$ cat src/rtl/mem_io_responder.sv
// Memory and I/O responder: REM/RDM registers, 256x8 memory, buffered IN port and
// OUT register with sticky overflow/underflow flags. Every strobe takes effect on the next edge.
module mem_io_responder (
    input  logic       clk,
    input  logic       rst,
    input  logic       writeREM,
    input  logic       selectREM,
    input  logic       writeRDM,
    input  logic [1:0] selectRDM,
    input  logic       writeMEM,
    input  logic       writeOUT,
    input  logic [7:0] pc,
    input  logic [7:0] ac,
    input  logic [7:0] in_data,
    input  logic       in_valid,
    output logic       in_ready,
    output logic [7:0] out_data,
    output logic       out_valid,
    input  logic       out_ready,
    input  logic       prog_we,
    input  logic [7:0] prog_addr,
    input  logic [7:0] prog_data,
    output logic [7:0] rem_q,
    output logic [7:0] rdm_q,
    output logic [7:0] mem_q,
    output logic       out_ovf,
    output logic       in_unf
);

    localparam logic [1:0] SRC_AC   = 2'b00;
    localparam logic [1:0] SRC_IN   = 2'b01;
    localparam logic [1:0] SRC_MEM  = 2'b10;

    logic [7:0] memArr [256];

    logic [7:0] remReg, remNext;
    logic [7:0] rdmReg, rdmNext;
    logic [7:0] inBufReg, inBufNext;
    logic       inFullReg, inFullNext;
    logic [7:0] outDataReg, outDataNext;
    logic       outValidReg, outValidNext;
    logic       outOvfReg, outOvfNext;
    logic       inUnfReg, inUnfNext;

    logic       consumeIn;
    logic       acceptIn;
    logic [7:0] memRead;

    assign memRead   = memArr[remReg];
    assign consumeIn = writeRDM && (selectRDM == SRC_IN);
    assign acceptIn  = in_valid && !inFullReg;

    always_comb begin
        remNext      = remReg;
        rdmNext      = rdmReg;
        inBufNext    = inBufReg;
        inFullNext   = inFullReg;
        outDataNext  = outDataReg;
        outValidNext = outValidReg;
        outOvfNext   = outOvfReg;
        inUnfNext    = inUnfReg;

        if (writeREM) begin
            remNext = selectREM ? pc : rdmReg;
        end

        if (writeRDM) begin
            case (selectRDM)
                SRC_AC:  rdmNext = ac;
                SRC_IN:  rdmNext = inFullReg ? inBufReg : 8'h00;
                SRC_MEM: rdmNext = memRead;
                default: rdmNext = rdmReg;
            endcase
        end

        // A full buffer never accepts, so consume and accept only coincide when empty.
        if (consumeIn && inFullReg) begin
            inFullNext = 1'b0;
        end else begin
            if (consumeIn) begin
                inUnfNext = 1'b1;
            end
            if (acceptIn) begin
                inBufNext  = in_data;
                inFullNext = 1'b1;
            end
        end

        if (writeOUT) begin
            outDataNext  = rdmReg;
            outValidNext = 1'b1;
            if (outValidReg && !out_ready) begin
                outOvfNext = 1'b1;
            end
        end else if (outValidReg && out_ready) begin
            outValidNext = 1'b0;
        end
    end

    always_ff @(posedge clk or posedge rst) begin
        if (rst) begin
            remReg      <= 8'h00;
            rdmReg      <= 8'h00;
            inBufReg    <= 8'h00;
            inFullReg   <= 1'b0;
            outDataReg  <= 8'h00;
            outValidReg <= 1'b0;
            outOvfReg   <= 1'b0;
            inUnfReg    <= 1'b0;
        end else begin
            remReg      <= remNext;
            rdmReg      <= rdmNext;
            inBufReg    <= inBufNext;
            inFullReg   <= inFullNext;
            outDataReg  <= outDataNext;
            outValidReg <= outValidNext;
            outOvfReg   <= outOvfNext;
            inUnfReg    <= inUnfNext;
        end
    end

    // Two write ports per cycle (preload and CPU); preload wins on an address collision.
    // Memory has no reset so its contents survive rst.
    generate
        for (genvar gi = 0; gi < 256; gi++) begin : gMemWord
            always_ff @(posedge clk) begin
                if (prog_we && (prog_addr == 8'(gi))) begin
                    memArr[gi] <= prog_data;
                end else if (writeMEM && (remReg == 8'(gi))) begin
                    memArr[gi] <= rdmReg;
                end
            end
        end
    endgenerate

    assign in_ready  = !inFullReg;
    assign out_data  = outDataReg;
    assign out_valid = outValidReg;
    assign rem_q     = remReg;
    assign rdm_q     = rdmReg;
    assign mem_q     = memRead;
    assign out_ovf   = outOvfReg;
    assign in_unf    = inUnfReg;

endmodule
$ cat config.mk
export PLATFORM = sky130hd
export DESIGN_NAME = mem_io_responder
export DESIGN_NICKNAME = d
export VERILOG_FILES = /design/src/rtl/mem_io_responder.sv
export SDC_FILE = /design/constraint.sdc
export NUM_CORES = 2
export LEC_CHECK = 0
export CORE_MARGIN = 1.5
export CORE_UTILIZATION = 40
export DETAILED_ROUTE_END_ITERATION = 6
export HOLD_SLACK_MARGIN = 0.08
export MAX_ROUTING_LAYER = met4
export SYNTH_ARGS = -nofsm -noshare
export SYNTH_HDL_FRONTEND = slang
export SYNTH_SLANG_ARGS = --single-unit
$ cat constraint.sdc
create_clock -name clk -period 3.42 [get_ports clk]
set_input_delay 0.684 -clock clk [delete_from_list [all_inputs] [get_ports clk]]
set_output_delay 0.684 -clock clk [all_outputs]
set_load 0.01 [all_outputs]
=== Word-level counts from Yosys, hierarchy flattened ===
Memory sizes are Yosys's and may differ from the RTL's.
Index checks and enable logic that the tools add are counted.

* Memories kept: 1
* Input bits: 52
* Bits in registers: 36
* Memory bits (writable): 2048

{| class="wikitable"
|+ Memories
! memory !! words !! width !! rd ports !! clocked after Yosys merged registers in !! write ports !! RTL line !! text
|-
| memArr || 256 || 8 || 1 || 0 || 256 || 34 || <nowiki>logic [7:0] memArr [256];</nowiki>
|}

* Equality and inequality tests: 512
* Multiplexer cells: 1543
* Bitwise operators: 257
* Reductions and logical operators: 529

{| class="wikitable"
|+ Operators with widths
! cell !! number
|-
| $mux W8 || 258
|-
| $eq A8 B8 Y1 const B || 256
|-
| $mux W1 || 1284
|-
| $eq A8 B7 Y1 const B || 128
|-
| $logic_and A1 B1 Y1 || 517
|-
| $eq A8 B6 Y1 const B || 64
|-
| $eq A8 B5 Y1 const B || 32
|-
| $or A1 B1 Y1 || 256
|-
| $eq A8 B4 Y1 const B || 16
|-
| $eq A8 B3 Y1 const B || 8
|-
| $eq A8 B2 Y1 const B || 4
|-
| $pmux W8 S3 || 1
|-
| $eq A8 B1 Y1 const B || 2
|-
| $logic_not A8 Y1 || 2
|-
| $reduce_and A2 Y1 || 4
|-
| $reduce_bool A2 Y1 || 2
|-
| $reduce_bool A3 Y1 || 1
|-
| $eq A2 B1 Y1 const B || 1
|-
| $eq A2 B2 Y1 const B || 1
|-
| $logic_not A1 Y1 || 2
|-
| $logic_not A2 Y1 || 1
|-
| $not A1 Y1 || 1
|}

=== Longest topological paths before layout ===
* Depth in word-level cells: 6
* Mapped depth: 12

=== Worst setup path after synthesis ===
OpenSTA, ideal clock, no wires.

* Path kind: flip-flop to output port
* From: register remReg[1] (netlist: rem_q[1])
* To: output mem_q[3]
* Setup slack: 351 ps
* Required time: 2736 ps
* Stages on the path, launching flop included: 10
* Data arrival time: 2385 ps
* Cell sequence: dfrtp_1 -> buf_2 -> buf_2 -> buf_1 -> mux4_2 -> nand3_1 -> nand4_1 -> nor4_1 -> nand2_1 -> o32a_1

* Word-level cells in the longest chain between the ends: 1

{| class="wikitable"
|+ Ends and longest elaborated chain
! what !! RTL line !! text
|-
| start: declaration || 36 || <nowiki>logic [7:0] remReg, remNext;</nowiki>
|-
| start signal: assignment || 111 || <nowiki>remReg <= remNext;</nowiki>
|-
| $mem_v2 Z256 W8 || - ||
|-
| end: declaration || 25 || <nowiki>output logic [7:0] mem_q,</nowiki>
|}

No other way between the ends.

=== Worst setup path in the final report ===
* From: register remReg[0] (netlist: rem_q[0])
* To: output mem_q[1]

Same word-level chain as after synthesis.

==> results.ini <==
[status]
status=finished with violations
violations=negative setup slack

[timing]
hold_ws_ns=0.254
fin_crit_sh_pct=144
fin_setup_tns_ns=-11.14
period_needed_ns=4.91
layout_setup_ws_ns=-1.49
max_slew.worst_pin.slew_ns=1.18
report.final.slew_viol_count=0
hold_violations=0
setup_viol=10
max_freq_mhz=204
skew_ns=0.0474
relSlewSlack_pct=21.2
rsz0062_at_grt=true

[clock_network]
tritoncts=done
path_clk_slew_ns=0.06
cts_root_buffer=clkbuf_16
clk_latency_ns=0.90
cts_buffers=227
cts_sinks=2084
clockBufferDepth=3
htreeDepth=4
hold_buffers=0

[power_and_ir_drop]
powerDensity_nw_per_um2=513
p_sw_uw=19100
power_frac_clock_pct=38.3
total_power_uw=67600
sw_frac_of_total_pct=28.2
p_int_uw=48600
peakVddDrop_mv=0.473
p_comb_share_pct=19.0
seqPwrFrac_pct=42.7
leakage_uw=0.0445

[place]
dp_hpwl_um=238000
dp_cells=11000
place_area_um2=122000
port_buffers=87
finalWeightedCongestion=0.938

[finish]
drive_gt1_share_pct=54.6
syn_to_final_growth_pct=20.4
postLayoutCellArea_um2=132000
final_nets=7800
final_cells=11500

[synthesis]
synth-xor-area-share_pct=0
synth_edf_count=2048
seq_area_frac_synth_pct=56.9
synth_simple_gate_area_share_pct=2.70
synthesis.instances=7106
ys_warn_count=0
synthFlopType=edfxtp_1
synthMuxAreaShare_pct=32.2
synth-seq-cells=2084
synth.avg_cell_area_um2=15.4
ys_types=62
synthArstFlopShare_pct=1.73
synthAdderAreaFrac_pct=0.0342
synthesis.nets=7161
synthesis.area_um2=110000
synth_compound_area_share_pct=4.86
synth_top_family_by_area=multiplexers

[global_routing]
overflow=0
antenna_found_initial=7
grt_first_pass_wirelength_um=538000
grt.total_usage_pct=27.7
first_global_vias=71200
grt_max_degree=151

[floorplanning]
row_count=191
io_pins=88
core_region_area_um2=272000
die_h_um=526
die-area_um2=277000
die-width_um=526
initial_core_util_pct=40.3

[min_path]
hp-class=primary input to asynchronous set/reset pin

[routing]
routedWlPerCell_um=32.8
dr.pass1.iters=6
viasPerCell=6.23
dr_total_vias=71800
drt_iter0_drc=8959
drt-total-wl_um=379000
detail-route-antenna-nets=0
drcViolationCount=0

[critical_path]
reg2reg_slack_ns=-0.03
r2r_start=rem_q[0]
critPathLaunchType=register
r2r-end=rdm_q[3]
worst-r2r-cell-count=14
worstSetupPathType=register to output pin
cp-end-kind=output pin
cpPeakStageDelay_ns=0.52
slowest_stage=dfrtp_4
worst_ep_required_time_ns=2.74
crit_chain=buf_12, buf_8, buf_12, buf_12, buf_16, buf_12, mux4_2, a22oi_1, a21oi_1, nor2_1, o21ai_0, buf_4, o32a_1, buf_2
crit_fanout=10
arrival_ns=4.23
cp_common_cell=buf_12

[run]
maxCapViolCount=0

-- flip-flops by register name (all words and copies together) (netlist names) --
| signal | cells |
|---|---|
| out_valid | 1 |
| out_data | 8 |
| in_unf | 1 |
| inBufReg | 8 |
| rdm_q | 8 |
| inFullReg | 1 |
| rem_q | 8 |
| memArr | 2048 |
| out_ovf | 1 |
-- synth_stat cells, types with 7 or more instances --
master | instances | area [µm²]
nor3_2 | 12 | 120
o22ai_1 | 280 | 1750
o21ai_1 | 187 | 936
and3_1 | 9 | 56.3
a41oi_1 | 9 | 78.8
a31oi_1 | 15 | 93.8
nor4_1 | 7 | 43.8
inv_1 | 14 | 52.6
a22oi_1 | 100 | 751
buf_4 | 18 | 135
nor2b_1 | 18 | 113
a21oi_1 | 48 | 240
buf_6 | 8 | 90.1
o2111ai_1 | 7 | 61.3
a221oi_1 | 48 | 420
nor2_1 | 298 | 1120
mux2i_1 | 136 | 1360
o2bb2ai_1 | 8 | 70.1
nand2_1 | 89 | 334
o21ai_2 | 57 | 499
buf_1 | 67 | 251
mux2_2 | 2069 | 23300
nand4_1 | 34 | 213
o21ai_0 | 21 | 105
dfrtp_1 | 36 | 901
clkbuf_1 | 672 | 2520
edfxtp_1 | 2048 | 61500
nand3_1 | 133 | 666
mux4_2 | 472 | 10600
buf_2 | 104 | 521
-- worst max-delay path: cells and delay by family, from the launching register on --
| family | cells | cell delay, ns |
|---|---|---|
| DFF | 1 | 0.52 |
| AOI/OAI and AO/OA | 4 | 1.03 |
| buffers and inverters | 8 | 1.31 |
| and+or+nand+nor | 1 | 0.08 |
| muxes | 1 | 0.37 |
-- worst max-delay path by stage --
stage	cells past startpoint	slack (ns)	end	start
after global routing	12	-1.51	mem_q[4]	rem_q[0]
after global placement	10	-1.38	mem_q[7]	rem_q[0]
after floorplan	9	0.35	mem_q[3]	rem_q[1]
after detailed placement	10	-1.35	mem_q[7]	rem_q[0]
final	14	-1.49	mem_q[1]	rem_q[0]
after CTS	12	-1.52	mem_q[6]	rem_q[0]
-- metal layers --
| metal | wire length [µm] | GRT usage [%] | vias to the layer above | part of all wire [%] |
|---|---|---|---|---|
| li1 | - | - | 29700 | - |
| met1 | 150000 | 36.1 | 37500 | 40 |
| met2 | 174000 | 41.8 | 3812 | 46 |
| met3 | 33800 | 4.87 | 741 | 8.9 |
| met4 | 20600 | 13.3 | 0 | 5.4 |
| met5 | 0 | - | - | 0 |
-- power by group through the flow --
stage	clock [µW]	combinational (µW)	sequential, µW
finish	25900	12900	28900
detailed placement	0	11900	29400
CTS	26200	12500	28800
global route	27000	13300	28800
global placement	0	11700	29400
floorplan	0	6460	28900
-- logic make-up (layout without fill, tap and decap cells) --
group                      after synthesis  count (layout)
AOI/OAI and AO/OA                      817             817
other                                    0              10
and+or+nand+nor                        640             640
adders and majority gates                3               3
DFF                                   2084            2084
muxes                                 2677            2677
buffers and inverters                  885            1723
-- metrics by stage --
step                      utilization (%)  setup WS (ns)
after floorplan                         -          0.351
after global placement               45.0          -1.38
after detailed placement             45.0          -1.35
after CTS                            48.3          -1.52
after global routing                 48.6          -1.51
final                                48.6          -1.49
-- cells in the final DEF, fill, tap and decap left out, types with 63 or more instances in the layout --
cell,count
edfxtp_1,2048
mux2i_1,130
clkdlybuf4s50_1,70
o21ai_1,192
buf_4,949
nand3_1,100
clkbuf_16,230
mux4_2,472
mux2_2,2069
buf_12,191
a22oi_1,77
nor2_1,291
o22ai_1,277
nand2_1,63
-- area by class of cell --
class	count	area, µm²
diodes	10	25.0
well taps	3570	4470
flip-flops and latches	2084	62400
inverters	16	60.1
multi-input cells	4137	44500
clock buffers	275	5920
clock inverters	153	1830
fillers	22800	140000
repair buffers	1279	12700
-- timing repair --
action,CTS,global route
gates resized for setup,174,85
endpoints found under the setup margin,842,255
gates cloned,11,1
buffers inserted,51,45
pin swaps,56,53
Note: power is estimated with default switching activity, not from simulation.
